## src/rtl/core_pkg.sv

```systemverilog
// core_pkg: shared state, class, opcode and mux-select encodings for the core control path
package core_pkg;
    typedef enum logic [2:0] {
        S_FETCH  = 3'd0,
        S_DECODE = 3'd1,
        S_EXEC   = 3'd2,
        S_MEM    = 3'd3,
        S_WB     = 3'd4,
        S_TRAP   = 3'd5
    } state_t;
    typedef enum logic [2:0] {CL_ALU, CL_LOAD, CL_STORE, CL_BRANCH, CL_JUMP} op_class_t;
    localparam logic [1:0] WB_ALU = 2'd0, WB_MEM = 2'd1, WB_PC4 = 2'd2;
    localparam logic [1:0] PC_PLUS4 = 2'd0, PC_REL = 2'd1, PC_JALR = 2'd2;
    localparam logic [6:0] OP_IMM    = 7'b0010011;
    localparam logic [6:0] OP_R      = 7'b0110011;
    localparam logic [6:0] OP_LOAD   = 7'b0000011;
    localparam logic [6:0] OP_STORE  = 7'b0100011;
    localparam logic [6:0] OP_BRANCH = 7'b1100011;
    localparam logic [6:0] OP_JAL    = 7'b1101111;
    localparam logic [6:0] OP_JALR   = 7'b1100111;
    localparam logic [6:0] OP_LUI    = 7'b0110111;
    localparam logic [6:0] OP_AUIPC  = 7'b0010111;
endpackage

```

## src/rtl/core_ctrl_fsm_if.sv

```systemverilog
// core_ctrl_fsm_if: control-unit handshake bundle; master is the FSM, slave is the datapath side
interface core_ctrl_fsm_if #(parameter int CNT_W = 32);
    logic [6:0]       I_op;
    logic             I_br_taken;
    logic             I_imem_ready;
    logic             I_dmem_ready;
    logic             I_stall;
    logic             O_imem_req;
    logic             O_ir_we;
    logic             O_dec_en;
    logic             O_alu_en;
    logic             O_dmem_re;
    logic             O_dmem_we;
    logic             O_rf_we;
    logic [1:0]       O_wb_sel;
    logic             O_pc_we;
    logic [1:0]       O_pc_sel;
    logic             O_trap;
    logic [2:0]       O_state;
    logic [CNT_W-1:0] O_retired;
    modport master (
        input  I_op, I_br_taken, I_imem_ready, I_dmem_ready, I_stall,
        output O_imem_req, O_ir_we, O_dec_en, O_alu_en, O_dmem_re, O_dmem_we,
               O_rf_we, O_wb_sel, O_pc_we, O_pc_sel, O_trap, O_state, O_retired
    );
    modport slave (
        output I_op, I_br_taken, I_imem_ready, I_dmem_ready, I_stall,
        input  O_imem_req, O_ir_we, O_dec_en, O_alu_en, O_dmem_re, O_dmem_we,
               O_rf_we, O_wb_sel, O_pc_we, O_pc_sel, O_trap, O_state, O_retired
    );
endinterface

```

## src/rtl/core_ctrl_fsm_op_classify.sv

```systemverilog
// op_classify: combinational opcode to {class, wb_sel, pc_sel, legal} lookup
module op_classify
    import core_pkg::*;
(
    input  logic [6:0] op,
    output op_class_t  cls,
    output logic [1:0] wb_sel,
    output logic [1:0] pc_sel,
    output logic       legal
);
    always_comb begin
        cls    = CL_ALU;
        wb_sel = WB_ALU;
        pc_sel = PC_PLUS4;
        legal  = 1'b1;
        case (op)
            OP_IMM, OP_R, OP_LUI, OP_AUIPC: ;
            OP_LOAD: begin
                cls    = CL_LOAD;
                wb_sel = WB_MEM;
            end
            OP_STORE:  cls = CL_STORE;
            OP_BRANCH: cls = CL_BRANCH;
            OP_JAL: begin
                cls    = CL_JUMP;
                wb_sel = WB_PC4;
                pc_sel = PC_REL;
            end
            OP_JALR: begin
                cls    = CL_JUMP;
                wb_sel = WB_PC4;
                pc_sel = PC_JALR;
            end
            default: legal = 1'b0;
        endcase
    end
endmodule

```

## src/rtl/core_ctrl_fsm.sv

```systemverilog
// core_ctrl_fsm: multi-cycle fetch/decode/exec/mem/wb sequencer with sticky trap and retire counter
module core_ctrl_fsm
    import core_pkg::*;
#(
    parameter int CNT_W       = 32,
    parameter int MEM_TIMEOUT = 15
)
(
    input logic             clk,
    input logic             rst,
    core_ctrl_fsm_if.master bus
);
    localparam int TW = MEM_TIMEOUT > 1 ? $clog2(MEM_TIMEOUT + 1) : 1;
    state_t         state, next;
    op_class_t      cls, cls_q;
    logic [1:0]     wb_sel, pc_sel, wb_sel_q, pc_sel_q;
    logic           legal, run, mem_done, tmo, retire;
    logic [TW-1:0]  tmo_cnt;
    logic [CNT_W-1:0] retired;
    op_classify u_cls (.op(bus.I_op), .cls(cls), .wb_sel(wb_sel), .pc_sel(pc_sel), .legal(legal));
    assign run      = !rst;
    assign mem_done = state == S_MEM && bus.I_dmem_ready;
    // Trap on the cycle the counter would reach MEM_TIMEOUT; a ready in that cycle still wins.
    assign tmo      = MEM_TIMEOUT != 0 && tmo_cnt == TW'(MEM_TIMEOUT - 1);
    assign retire   = (state == S_EXEC && cls == CL_BRANCH) || (mem_done && cls_q == CL_STORE) || state == S_WB;
    always_ff @(posedge clk)
        state <= rst ? S_FETCH : next;
    always_comb begin
        next = state;
        case (state)
            S_FETCH:  next = bus.I_imem_ready && !bus.I_stall ? S_DECODE : S_FETCH;
            S_DECODE: next = S_EXEC;
            S_EXEC:   next = !legal ? S_TRAP
                           : cls == CL_BRANCH ? S_FETCH
                           : (cls == CL_LOAD || cls == CL_STORE) ? S_MEM : S_WB;
            S_MEM:    next = bus.I_dmem_ready ? (cls_q == CL_LOAD ? S_WB : S_FETCH)
                           : tmo ? S_TRAP : S_MEM;
            S_WB:     next = S_FETCH;
            default:  next = S_TRAP;
        endcase
    end
    always_ff @(posedge clk) begin
        if (rst) begin
            cls_q    <= CL_ALU;
            wb_sel_q <= WB_ALU;
            pc_sel_q <= PC_PLUS4;
            tmo_cnt  <= '0;
            retired  <= '0;
        end else begin
            if (state == S_EXEC) begin
                cls_q    <= cls;
                wb_sel_q <= wb_sel;
                pc_sel_q <= pc_sel;
            end
            tmo_cnt <= state == S_MEM && next == S_MEM ? tmo_cnt + 1'b1 : '0;
            if (retire) retired <= retired + 1'b1;
        end
    end
    always_comb begin
        bus.O_state    = state;
        bus.O_retired  = retired;
        bus.O_imem_req = run && state == S_FETCH && !bus.I_stall;
        bus.O_ir_we    = run && state == S_FETCH && bus.I_imem_ready && !bus.I_stall;
        bus.O_dec_en   = run && state == S_DECODE;
        bus.O_alu_en   = run && state == S_EXEC;
        bus.O_dmem_re  = run && state == S_MEM && cls_q == CL_LOAD;
        bus.O_dmem_we  = run && state == S_MEM && cls_q == CL_STORE;
        bus.O_rf_we    = run && state == S_WB;
        bus.O_wb_sel   = run && state == S_WB ? wb_sel_q : WB_ALU;
        bus.O_pc_we    = run && retire;
        bus.O_pc_sel   = !run ? PC_PLUS4
                       : state == S_EXEC && cls == CL_BRANCH ? (bus.I_br_taken ? PC_REL : PC_PLUS4)
                       : state == S_WB ? pc_sel_q : PC_PLUS4;
        bus.O_trap     = run && state == S_TRAP;
    end
endmodule

```

## src/flat_wrapper.sv

```systemverilog
// flat-port wrapper written by rule: the top's interface ports become plain ports
module core_ctrl_fsm_flat import core_pkg::*;
#(
    parameter int CNT_W       = 32,
    parameter int MEM_TIMEOUT = 15
)
  (clk, rst, bus_I_op, bus_I_br_taken, bus_I_imem_ready, bus_I_dmem_ready, bus_I_stall, bus_O_imem_req, bus_O_ir_we, bus_O_dec_en, bus_O_alu_en, bus_O_dmem_re, bus_O_dmem_we, bus_O_rf_we, bus_O_wb_sel, bus_O_pc_we, bus_O_pc_sel, bus_O_trap, bus_O_state, bus_O_retired);
  core_ctrl_fsm_if #(.CNT_W(CNT_W)) bus_i ();
  input logic clk;
  input logic rst;
  input wire logic [$bits(bus_i.I_op)-1:0] bus_I_op;
  input wire logic [$bits(bus_i.I_br_taken)-1:0] bus_I_br_taken;
  input wire logic [$bits(bus_i.I_imem_ready)-1:0] bus_I_imem_ready;
  input wire logic [$bits(bus_i.I_dmem_ready)-1:0] bus_I_dmem_ready;
  input wire logic [$bits(bus_i.I_stall)-1:0] bus_I_stall;
  output wire logic [$bits(bus_i.O_imem_req)-1:0] bus_O_imem_req;
  output wire logic [$bits(bus_i.O_ir_we)-1:0] bus_O_ir_we;
  output wire logic [$bits(bus_i.O_dec_en)-1:0] bus_O_dec_en;
  output wire logic [$bits(bus_i.O_alu_en)-1:0] bus_O_alu_en;
  output wire logic [$bits(bus_i.O_dmem_re)-1:0] bus_O_dmem_re;
  output wire logic [$bits(bus_i.O_dmem_we)-1:0] bus_O_dmem_we;
  output wire logic [$bits(bus_i.O_rf_we)-1:0] bus_O_rf_we;
  output wire logic [$bits(bus_i.O_wb_sel)-1:0] bus_O_wb_sel;
  output wire logic [$bits(bus_i.O_pc_we)-1:0] bus_O_pc_we;
  output wire logic [$bits(bus_i.O_pc_sel)-1:0] bus_O_pc_sel;
  output wire logic [$bits(bus_i.O_trap)-1:0] bus_O_trap;
  output wire logic [$bits(bus_i.O_state)-1:0] bus_O_state;
  output wire logic [$bits(bus_i.O_retired)-1:0] bus_O_retired;
  assign bus_i.I_op = bus_I_op;
  assign bus_i.I_br_taken = bus_I_br_taken;
  assign bus_i.I_imem_ready = bus_I_imem_ready;
  assign bus_i.I_dmem_ready = bus_I_dmem_ready;
  assign bus_i.I_stall = bus_I_stall;
  assign bus_O_imem_req = bus_i.O_imem_req;
  assign bus_O_ir_we = bus_i.O_ir_we;
  assign bus_O_dec_en = bus_i.O_dec_en;
  assign bus_O_alu_en = bus_i.O_alu_en;
  assign bus_O_dmem_re = bus_i.O_dmem_re;
  assign bus_O_dmem_we = bus_i.O_dmem_we;
  assign bus_O_rf_we = bus_i.O_rf_we;
  assign bus_O_wb_sel = bus_i.O_wb_sel;
  assign bus_O_pc_we = bus_i.O_pc_we;
  assign bus_O_pc_sel = bus_i.O_pc_sel;
  assign bus_O_trap = bus_i.O_trap;
  assign bus_O_state = bus_i.O_state;
  assign bus_O_retired = bus_i.O_retired;
  core_ctrl_fsm #(.CNT_W(CNT_W), .MEM_TIMEOUT(MEM_TIMEOUT)) u_core (.clk(clk), .rst(rst), .bus(bus_i));
endmodule
```

## config.mk

```make
export PLATFORM = sky130hd
export DESIGN_NAME = core_ctrl_fsm_flat
export DESIGN_NICKNAME = d
export VERILOG_FILES = /design/src/rtl/core_pkg.sv /design/src/rtl/core_ctrl_fsm_if.sv /design/src/rtl/core_ctrl_fsm_op_classify.sv /design/src/rtl/core_ctrl_fsm.sv /design/src/flat_wrapper.sv
export SDC_FILE = /design/constraint.sdc
export NUM_CORES = 1
export LEC_CHECK = 0
export BUFFER_PORTS_ARGS = -buffer_cell sky130_fd_sc_hd__buf_2
export CORE_ASPECT_RATIO = 1.2
export CORE_MARGIN = 2
export CORE_UTILIZATION = 53
export DETAILED_ROUTE_END_ITERATION = 8
export HOLD_SLACK_MARGIN = 0.03
export PLACE_DENSITY_LB_ADDON = 0.12
export SLEW_MARGIN = 20
export SYNTH_ARGS = -nofsm -noshare
export SYNTH_HDL_FRONTEND = slang
export SYNTH_SLANG_ARGS = --single-unit
export TNS_END_PERCENT = 1
```

## constraint.sdc

```tcl
create_clock -name clk -period 2.4 [get_ports clk]
set_input_delay 0.36 -clock clk [delete_from_list [all_inputs] [get_ports clk]]
set_output_delay 0.36 -clock clk [all_outputs]
set_load 0.02 [all_outputs]
```

== Yosys cells after proc, flatten, opt, wreduce, memory -nomap -nowiden ==
Cells that the tools add are included.

* Add/subtract/negate cells: 2
* Multipliers: 0
* Div/mod/pow operators: 0
* $lt $le $gt $ge: 0
* Eq/ne operators: 21
* Shifts and indexed selects: 0
* Multiplexer cells: 17
* Bitwise operators: 1
* Reductions and logical operators: 26

{| class="wikitable"
|+ Operator list
! cell !! count
|-
| 32-bit by 1-bit adder with 32-bit output, second input constant || 1
|-
| 7-bit by 6-bit equality test with 1-bit output, second input constant || 3
|-
| 7-bit equality test, second input constant || 3
|-
| 3-bit by 2-bit equality test with 1-bit output, second input constant || 6
|-
| 3-bit two-way mux || 6
|-
| 1-bit logical AND || 17
|-
| 3-bit one-hot mux with 5 select lines || 1
|-
| 7-bit by 5-bit equality test with 1-bit output, second input constant || 2
|-
| 3-bit one-hot mux with 4 select lines || 1
|-
| 3-bit by 1-bit equality test with 1-bit output, second input constant || 3
|-
| 9-bit OR reduction || 1
|-
| 2-bit two-way mux || 4
|-
| 2-bit one-hot mux with 2 select lines || 2
|-
| 7-bit by 2-bit equality test with 1-bit output, second input constant || 1
|-
| 3-bit equality test, second input constant || 2
|-
| 4-bit by 1-bit adder with 4-bit output, second input constant || 1
|-
| 4-bit equality test, second input constant || 1
|-
| 2-bit OR reduction || 2
|-
| 3-bit logical NOT || 1
|-
| 1-bit logical OR || 3
|-
| 1-bit two-way mux || 3
|-
| 1-bit logical NOT || 2
|-
| 1-bit NOT || 1
|}

* Register bits: 46
* Bits in latches: 0
* Memory bits (writable): 0
* Memory bits (read-only): 0
* Input port bits: 13
* Output and inout port bits: 48
* Logic and storage cells: 73
* Memories: 0

== Depth between registers and ports, before layout ==
* Depth after elaboration: 13
* Gate-level depth with buffers: 8
* Depth with buffers taken out: 6

== Cells and area by module ==
A second synthesis with hierarchy kept.

* Cells, all modules: 299
* Area total of the unflattened synthesis: 2433.6 sq um

{| class="wikitable"
|+ By module, submodules not included
! module !! instances !! cells an instance !! area each (sq um) !! seq. area each (sq um)
|-
| core_ctrl_fsm || 1 || 282 || 2326.0 || 920.9
|-
| op_classify || 1 || 17 || 107.6 || 0.0
|}

== Worst setup path after synthesis ==
OpenSTA, ideal clock, no wires.

* Kind: reg2out
* From: register u_core.state[0], in the netlist u_core.bus.O_state[0]
* To: output bus_O_pc_we
* Arrival: 1846 ps
* Required time: 2040 ps
* Path slack: 194 ps
* Stages on the path, launching flop included: 7
* Path buffers: 3
* Cell sequence: dfxtp_1 -> buf_2 -> nor3b_4 -> nand4_4 -> buf_2 -> clkbuf_1 -> a21oi_1

* Word-level cells in the longest chain between the ends: 6
* Elaborated cells between the ends (all ways): 9
* Those cells by class: eq/ne (3); reduce/logical (6)

{| class="wikitable"
|+ RTL lines
! element !! line !! source
|-
| start: declaration || core_ctrl_fsm.sv:14 || <nowiki>state_t state, next;</nowiki>
|-
| start signal: assignment || core_ctrl_fsm.sv:27 || <nowiki>state <= rst ? S_FETCH : next;</nowiki>
|-
| 3-bit by 2-bit equality test with 1-bit output || core_ctrl_fsm.sv:22 || <nowiki>assign mem_done = state == S_MEM && bus.I_dmem_ready;</nowiki>
|-
| 1-bit logical AND || core_ctrl_fsm.sv:22 ||
|-
| 1-bit logical AND || core_ctrl_fsm.sv:25 || <nowiki>assign retire = (state == S_EXEC && cls == CL_BRANCH) || (mem_done && cls_q == CL_STORE) || state == S_WB;</nowiki>
|-
| 1-bit logical OR || core_ctrl_fsm.sv:25 ||
|-
| 1-bit logical OR (*) || core_ctrl_fsm.sv:25 ||
|-
| 1-bit logical AND (*) || core_ctrl_fsm.sv:70 || <nowiki>bus.O_pc_we = run && retire;</nowiki>
|-
| end: declaration || flat_wrapper.sv:24 || <nowiki>output wire logic [$bits(bus_i.O_pc_we)-1:0] bus_O_pc_we;</nowiki>
|}

Every way passes the cells marked *; elsewhere a longest branch is shown, timed or not.

== Worst setup path in the final report ==
* From: register u_core.state[2], in the netlist u_core.bus.O_state[2]
* To: output bus_O_pc_we

The elaborated chain is that of the path after synthesis.

==> key figures <==
Outcome
  • Outcome: complete, no violations

Synthesis
  • FFs w/ async S/R, synth: 0%
  • Net Count, Synth: 296
  • Syn Inst Count: 280
  • Synth cell count leaders: dfxtp_1 (45), nor2_1 (33), a21oi_1 (24)
  • Synth area leader: dfxtp_1
  • Synth cell types: 58
  • Synth Flop Type: dfxtp_1
  • EDFF count, synth: 0
  • Warning count from the yosys run: 0
  • FF+latch count, synth: 45
  • Sequential area share after synthesis: 37.5%
  • Area share of the largest cell type after synthesis: 37.5%
  • Area contributors post-synth: dfxtp_1 (37%), xnor2_1 (6.9%), nor2_1 (5.2%), a21oi_1 (5.0%), nand2_1 (3.6%)
  • Syn avg cell area: 8.58 um2
  • Post-Syn Area: 0.00240 mm2
  • Cell with the most instances after synthesis: dfxtp_1

Placement
  • DP HPWL: 3850 um
  • Port Buf Inserts: 60
  • GP Congestion: 0.777

Worst setup path
  • R2R depth: 5
  • CP Launch Type: flip-flop
  • CP arrival: 1.94 ns
  • Worst R2R Start: u_core.bus.O_retired[10]
  • CP Class: flip-flop to output port
  • Critical Path Sink Type: output port
  • Worst Path Max Fanout: 20
  • R2r setup slk: 0.19 ns
  • Crit path required time: 2.04 ns
  • Worst r2r dst: u_core.bus.O_retired[30]

STA
  • Final Max Slew Viols: 0
  • RSZ-0062 raised after global routing: no
  • Hold Vio Cnt, Final: 0
  • Minimum clock period: 2.30 ns
  • Count of final setup violators: 0
  • Clock skew: 0.00312 ns
  • Max Clock Freq: 434 MHz
  • Crit share post-route: 95.9%
  • Worst-Margin Slew: 0.565 ns
  • Slew HR: 61.4%
  • Hold Slack: 0.327 ns
  • Setup TNS: 0 ns

Finish
  • Nets@finish: 361
  • Antenna Diode Count: 0
  • Area delta synth->final: 19.4%
  • Layout cells sized above 1: 28.4%

Floorplanning
  • Starting Density: 56.0%
  • Die ar.: 0.00509 mm2
  • DIE HEIGHT: 77.8 um
  • Die width: 65.5 um
  • FP Rows: 26
  • I/O pin count: 61
  • Core ar.: 0.00429 mm2

Route
  • Routed wl met2: 2510 um
  • Wirelength per Cell: 13.0 um
  • Final WL: 5220 um
  • Routed via count: 2,207
  • Uppermost layer routed: met4
  • DRT Pass-1 Iters: 4
  • Met3 wire len: 244 um
  • Post-DRT Antenna Nets: 0
  • Drc violations: 0
  • DR vias/cell: 5.50
  • Wl on met1: 2400 um
  • Starting DRC count in detailed routing: 89

Clocking
  • Post-CTS sizing: 0
  • Clk root buf: clkbuf_8
  • # Post-CTS Setup Buffers: 0
  • CTS buffer count: 5
  • CTS tree: built
  • Clock transition at the registers of the reported paths: 0.08 ns
  • Clk_lat worst skew: 0.29 ns
  • # hold bufs at CTS: 0
  • CTS Sinks: 45
  • Max clock buf depth: 2
  • Htree depth: 2

Run
  • Max_cap viols: 0

Global routing
  • Largest net degree at the start of global routing: 34
  • GR Overflow Total: 0
  • Initial antenna violation count: 0
  • Global-route wire length before repair: 8820 um
  • Vias in the first global route: 1,978
  • GRT Resource Usage Total: 21.8%

Power and ir drop
  • Pwr Total: 0.00131 W
  • PwrDens: 456 mW/mm2
  • P_leak: 1.13 nW
  • Maximum vdd ir drop: 304 uV

Worst hold path
  • Hold Crit Start: bus_I_op[3]
  • Hold Path Depth: 3
  • HP Class: input pin to flip-flop
  • Hold Crit Endpoint: u_core.pc_sel_q[0]
-- routing by layer --
metal	global-route usage, %	vias up
li1	-	1129
met1	27.5	1024
met2	36.6	47
met3	4.78	7
met4	6.88	0
met5	0	-
-- area by class of cell --
cell class / count / area, um2
tap: 56 / 70.1
inverter: 12 / 45.0
clock buffer: 7 / 86.3
timing repair buffer: 72 / 394
sequential: 45 / 901
fill: 400 / 1430
multi-input combinational: 209 / 1370
-- how the worst max path moves through the flow --
stage / slack [ns] / depth (start not counted) / to / startpoint
2_1_floorplan: 0.19 / 6 / bus_O_pc_we / u_core.bus.O_state[0]
3_3_place_gp: 0.24 / 5 / u_core.bus.O_retired[30] / u_core.bus.O_retired[10]
3_5_place_dp: 0.20 / 5 / u_core.bus.O_retired[30] / u_core.bus.O_retired[10]
4_1_cts: 0.05 / 5 / bus_O_pc_we / u_core.bus.O_state[2]
5_1_grt: 0.03 / 5 / bus_O_pc_we / u_core.bus.O_state[2]
6_report: 0.1 / 5 / bus_O_pc_we / u_core.bus.O_state[2]
-- power by group --
part | internal (W) | leakage, nW | switching (W)
logic | 0.0000305 | 0.727 | 0.0000537
registers | 0.000749 | 0.363 | 0.00000529
clock network | 0.000229 | 0.0443 | 0.000242
-- logic make-up (layout without fill, tap and decap cells) --
family / Yosys count / in the layout / share of synthesized area [%]
multiplexers: 2 / 2 / 0.937
AO/OA/AOI/OAI: 61 / 61 / 18.7
XOR/XNOR: 21 / 21 / 7.65
AND/OR/NAND/NOR: 122 / 122 / 28.2
buffers and inverters: 26 / 91 / 5.47
flip-flops: 45 / 45 / 37.5
adder cells (fa/ha/maj): 3 / 3 / 1.56
-- registers in the layout (all words and copies together), names as in the netlist --
register              count
u_core.bus.O_retired     32
u_core.bus.O_state        3
u_core.wb_sel_q           1
u_core.cls_q              3
u_core.pc_sel_q           2
u_core.tmo_cnt            4
-- cells in the final DEF (no fill, tap or decap), types with 2 or more instances in the layout --
master     instances
ha_1               3
nor3b_1            3
dfxtp_1           45
and3_1             3
clkbuf_8           6
o21ai_0            5
a31o_2             4
a2111oi_1          6
a211oi_1           6
nand3b_1           3
nand3_1           14
buf_2             60
a21oi_1           24
xnor2_1           19
o211ai_1           3
or3_1              6
or3b_2             2
xor2_1             2
nor2b_1            5
inv_1             12
and4_1             2
nand4_1            8
and2_1             5
buf_4             11
nand2_1           23
nor2_1            33
-- metrics by stage --
stage	worst slack, ns	instance area [um2]	util [%]	cells
floorplan	0.194	2400	-	280
global placement	0.239	2780	64.7	394
detailed placement	0.203	2780	64.7	394
CTS	0.0529	2860	66.7	401
global route	0.0276	2870	66.8	401
finish	0.0980	2870	66.8	401
-- critical path: stages, from the launching register on --
cell and delay, ns:
dfxtp_1 0.48, and2b_2 0.29, a41oi_2 0.36, buf_6 0.25, a21oi_1 0.08, buf_2 0.19
(Power assumes the default switching activity.)
